<file path="config.mk">
export PLATFORM = sky130hd
export DESIGN_NAME = tdm_demux4
export DESIGN_NICKNAME = d
export VERILOG_FILES = /design/src/rtl/tdm_demux4.sv
export SDC_FILE = /design/constraint.sdc
export NUM_CORES = 1
export LEC_CHECK = 0
export CORE_UTILIZATION = 55
export DETAILED_ROUTE_END_ITERATION = 10
export PLACE_DENSITY = 0.84
export SETUP_SLACK_MARGIN = 0.02
export SKIP_LAST_GASP = 1
export SYNTH_ARGS = -nofsm -noshare
export SYNTH_HDL_FRONTEND = slang
export SYNTH_SLANG_ARGS = --single-unit
</file>
<file path="constraint.sdc">
create_clock -name clk -period 5 [get_ports clk]
set_input_delay 1.5 -clock clk [delete_from_list [all_inputs] [get_ports clk]]
set_output_delay 1.5 -clock clk [all_outputs]
set_load 0.03 [all_outputs]
</file>
<file path="src/rtl/tdm_demux4.sv">
// Four-channel TDM receiver: deserializes a framed serial stream of four
// WIDTH-bit slots (MSB first) into per-channel registered words with valid pulses.
module tdm_demux4 #(
  parameter int unsigned WIDTH = 8
) (
  input  logic             clk,
  input  logic             rst_n,
  input  logic             din,
  input  logic             din_valid,
  input  logic             frame_sync,
  output logic [WIDTH-1:0] out0,
  output logic [WIDTH-1:0] out1,
  output logic [WIDTH-1:0] out2,
  output logic [WIDTH-1:0] out3,
  output logic [3:0]       ch_valid,
  output logic             frame_done,
  output logic             locked,
  output logic             sync_err
);

  localparam int unsigned CW = $clog2(WIDTH);
  localparam int unsigned NCH = 4;

  typedef enum logic {
    S_HUNT   = 1'b0,
    S_LOCKED = 1'b1
  } state_t;

  state_t           r_state, w_state_nxt;
  logic [CW-1:0]    r_bit_cnt, w_bit_cnt_nxt;
  logic [1:0]       r_slot, w_slot_nxt;
  logic [WIDTH-2:0] r_shreg, w_shreg_nxt;
  logic [WIDTH-1:0] r_out [NCH];
  logic [WIDTH-1:0] w_out_nxt [NCH];
  logic [3:0]       r_ch_valid, w_ch_valid_nxt;
  logic             r_frame_done, w_frame_done_nxt;
  logic             r_sync_err, w_sync_err_nxt;
  logic             r_locked;

  logic [WIDTH-1:0] w_word;
  logic             w_last_bit;
  logic             w_frame_start;

  assign w_word        = {r_shreg, din};
  assign w_last_bit    = (r_bit_cnt == CW'(WIDTH - 1));
  assign w_frame_start = (r_slot == 2'd0) && (r_bit_cnt == CW'(0));

  // State register and all registered outputs
  always_ff @(posedge clk or negedge rst_n) begin
    if (!rst_n) begin
      r_state      <= S_HUNT;
      r_bit_cnt    <= '0;
      r_slot       <= '0;
      r_shreg      <= '0;
      r_ch_valid   <= '0;
      r_frame_done <= 1'b0;
      r_sync_err   <= 1'b0;
      r_locked     <= 1'b0;
      for (int i = 0; i < int'(NCH); i++) r_out[i] <= '0;
    end else begin
      r_state      <= w_state_nxt;
      r_bit_cnt    <= w_bit_cnt_nxt;
      r_slot       <= w_slot_nxt;
      r_shreg      <= w_shreg_nxt;
      r_ch_valid   <= w_ch_valid_nxt;
      r_frame_done <= w_frame_done_nxt;
      r_sync_err   <= w_sync_err_nxt;
      r_locked     <= (w_state_nxt == S_LOCKED);
      for (int i = 0; i < int'(NCH); i++) r_out[i] <= w_out_nxt[i];
    end
  end

  // Next-state: hunting for sync, then counting bits/slots and policing framing
  always_comb begin
    w_state_nxt      = r_state;
    w_bit_cnt_nxt    = r_bit_cnt;
    w_slot_nxt       = r_slot;
    w_shreg_nxt      = r_shreg;
    w_ch_valid_nxt   = '0;
    w_frame_done_nxt = 1'b0;
    w_sync_err_nxt   = 1'b0;
    for (int i = 0; i < int'(NCH); i++) w_out_nxt[i] = r_out[i];

    if (din_valid) begin
      unique case (r_state)
        S_HUNT: begin
          if (frame_sync) begin
            w_state_nxt   = S_LOCKED;
            w_bit_cnt_nxt = CW'(1);
            w_slot_nxt    = 2'd0;
            w_shreg_nxt   = w_word[WIDTH-2:0];
          end
        end
        S_LOCKED: begin
          if (w_frame_start && !frame_sync) begin
            w_sync_err_nxt = 1'b1;
            w_state_nxt    = S_HUNT;
            w_bit_cnt_nxt  = '0;
            w_slot_nxt     = 2'd0;
          end else if (frame_sync && !w_frame_start) begin
            // Early sync wins over a completing word: restart the frame here
            w_sync_err_nxt = 1'b1;
            w_bit_cnt_nxt  = CW'(1);
            w_slot_nxt     = 2'd0;
            w_shreg_nxt    = w_word[WIDTH-2:0];
          end else begin
            w_shreg_nxt = w_word[WIDTH-2:0];
            if (w_last_bit) begin
              w_out_nxt[r_slot]      = w_word;
              w_ch_valid_nxt[r_slot] = 1'b1;
              w_frame_done_nxt       = (r_slot == 2'd3);
              w_bit_cnt_nxt          = '0;
              w_slot_nxt             = r_slot + 2'd1;
            end else begin
              w_bit_cnt_nxt = r_bit_cnt + CW'(1);
            end
          end
        end
        default: w_state_nxt = S_HUNT;
      endcase
    end
  end

  assign out0       = r_out[0];
  assign out1       = r_out[1];
  assign out2       = r_out[2];
  assign out3       = r_out[3];
  assign ch_valid   = r_ch_valid;
  assign frame_done = r_frame_done;
  assign sync_err   = r_sync_err;
  assign locked     = r_locked;

endmodule
</file>
==> flow_summary.json <==
{
  "outcome": "finished, final reports clean",
  "vdd_ir_drop_max_uv": 267,
  "grt_pass1_vias": 1316,
  "dieArea_sq_um": 4290,
  "ys_top_cells_by_area": "dfrtp_1 (56%), mux2_4 (22%), ha_1 (5.1%)",
  "syn_area_per_cell_sq_um": 16.2,
  "fin_worst_skew_ns": 0.00854,
  "critPathMaxFanout": 8,
  "n_antenna_cell": 0,
  "synth_ff_type": "dfrtp_1",
  "coreArea_sq_um": 3770,
  "clk_latency_ns": 0.30,
  "crit_type": "primary input to flip-flop",
  "tns_ns": 0,
  "drive_gt1_share_pct": 29.7,
  "yosys.area.top_type": "dfrtp_1",
  "tightest_slew_ns": 1.07,
  "clockBufferDepth": 2,
  "yosys_warnings": 0,
  "slew_headroom_pct": 29.0,
  "antenna_found_initial": 0,
  "start_util_pct": 58.8,
  "wl_met1_um": 1900,
  "crit_arrival_ns": 3.60,
  "period_needed_ns": 3.41,
  "slew_violations": 0,
  "grt_remaining_overflow": 0,
  "synthToLayoutAreaGrowth_pct": 25.1,
  "highest_layer": "met4",
  "yosysTopAreaCellShare_pct": 56.4,
  "finalPower_w": 0.00102,
  "syn_nets": 151,
  "synth.yosys.seq_area_share_pct": 56.4,
  "numCtsBuffers": 5,
  "chipHeight_um": 65.5,
  "holdWs_ns": 0.518,
  "synth_edf_count": 0,
  "htree_levels": 2,
  "fin_nets": 198,
  "gp_congestion": 0.817,
  "hp-class": "flip-flop to flip-flop",
  "row_count": 22,
  "setup_violations": 0,
  "grt_usage_pct": 22.3,
  "post_drt_via_cell_ratio": 5.32,
  "io_pins": 44,
  "cts-resized-gates": 0,
  "drc_errors": 0,
  "crit_path_start_kind": "primary input",
  "drtIter0Drc": 59,
  "finalWirelength_um": 4160,
  "path_clk_slew_ns": 0.09,
  "wl_met3_um": 151,
  "cts_root_buf": "clkbuf_8",
  "wl_met2_um": 2070,
  "hold_violations": 0,
  "grt_max_degree": 51,
  "die-width_um": 65.5,
  "cp-end-kind": "flip-flop",
  "p_leak_nw": 1.38,
  "rsz0062_at_grt": "false",
  "clock.fmax_mhz": 293,
  "wire_per_inst_um": 17.8,
  "ys_async_sr_fraction_pct": 100,
  "p_per_area_nw_per_um2": 369,
  "ant_nets": 0,
  "dr.pass1.iters": 4,
  "ys_seq_elements": 50,
  "cts_tree": "yes",
  "routed-via-count": 1240,
  "period_share_pct": 68.3,
  "synth_area_sq_um": 2220,
  "cts.sinks": 50,
  "cts_setup_buffers": 0,
  "grt_pass1_wl_um": 6850,
  "yosysUniqueCellTypes": 25,
  "ys_top_cells_by_count": "dfrtp_1 (50), mux2_4 (32), ha_1 (9)",
  "holdBufCountCts": 0,
  "synth.most_common_cell": "dfrtp_1",
  "fillers": 230,
  "drv_cap": 0,
  "crit_required_ns": 5.19,
  "detailed_place_hpwl_um": 2930,
  "netlist_instances": 137,
  "port_buffers": 43
}
## logic make-up (layout without fill, tap and decap cells)
kind of cell    count (synthesis)  count (layout)  share of synthesized area (%)
compound gates                  8               8                           2.82
fa+ha+maj                       9               9                           5.08
buf+inv                        11              59                           2.43
flops                          50              50                           56.4
mux                            41              41                           26.1
simple gates                   18              18                           7.11
## final cells by class
cell class	instances	area (sq um)	share of cell area [%]
tap	48	60.1	2.17
clock buffer	6	82.6	2.98
timing repair buffer	43	425	15.3
clock inverter	2	12.5	0.451
sequential	50	1250	45.1
inverter	8	30.0	1.08
multi-input combinational	76	912	32.9
## power breakdown
group	switching, W	internal [W]
clock	0.000130	0.000111
sequential	0.0000715	0.000460
combinational	0.000134	0.000117
## final timing paths
path	to	slack, ns	from	depth (start not counted)
setup / recovery	out2[2]	1.59	frame_sync	6
hold / removal	out1[5]	0.52	out1[5]	1
setup reg to reg	out2[2]	2.37	r_slot[0]	8
hold reg to reg	out1[5]	0.52	out1[5]	1
max in group asynchronous	r_shreg[1]	2.96	rst_n	1
min in group asynchronous	out2[5]	1.38	rst_n	1
## layout by cell type, fill, tap and decap left out, drive strengths merged, types with 2 or more instances in the layout
master	count
and2	4
mux2	39
clkbuf	6
nor2	2
inv	8
o21ai	3
nand3	2
ha	9
nand2	6
dfrtp	50
clkdlybuf4s50	42
mux2i	2
## per-stage QoR
stage	std cells	setup WS (ns)	instance area, sq um	util (%)
6_report	233	1.59	2770	73.6
5_1_grt	233	1.54	2770	73.6
3_5_place_dp	225	1.26	2680	71.0
3_3_place_gp	225	1.33	2680	71.0
2_1_floorplan	137	2.29	2220	-
4_1_cts	233	1.59	2770	73.6
## worst max-delay path: stages
cell and delay (ns):
clkdlybuf4s50_1 0.53, inv_1 0.07, ha_1 0.32, and4_1 0.66
nand2_8 0.17, mux2_4 0.34
## state kept, by name, summed over array words and instances, names as in the netlist
register / cells
out3: 8
r_bit_cnt: 3
r_shreg: 7
locked: 1
out0: 8
out1: 8
sync_err: 1
out2: 8
r_slot: 2
ch_valid: 4
## per-layer routing
layer  vias up  track usage, %
met4         0            5.71
met5         -               0
li1        564               -
met2        32            37.8
met1       638            27.9
met3         6            6.25
Note: power is estimated with default switching activity, not from simulation.
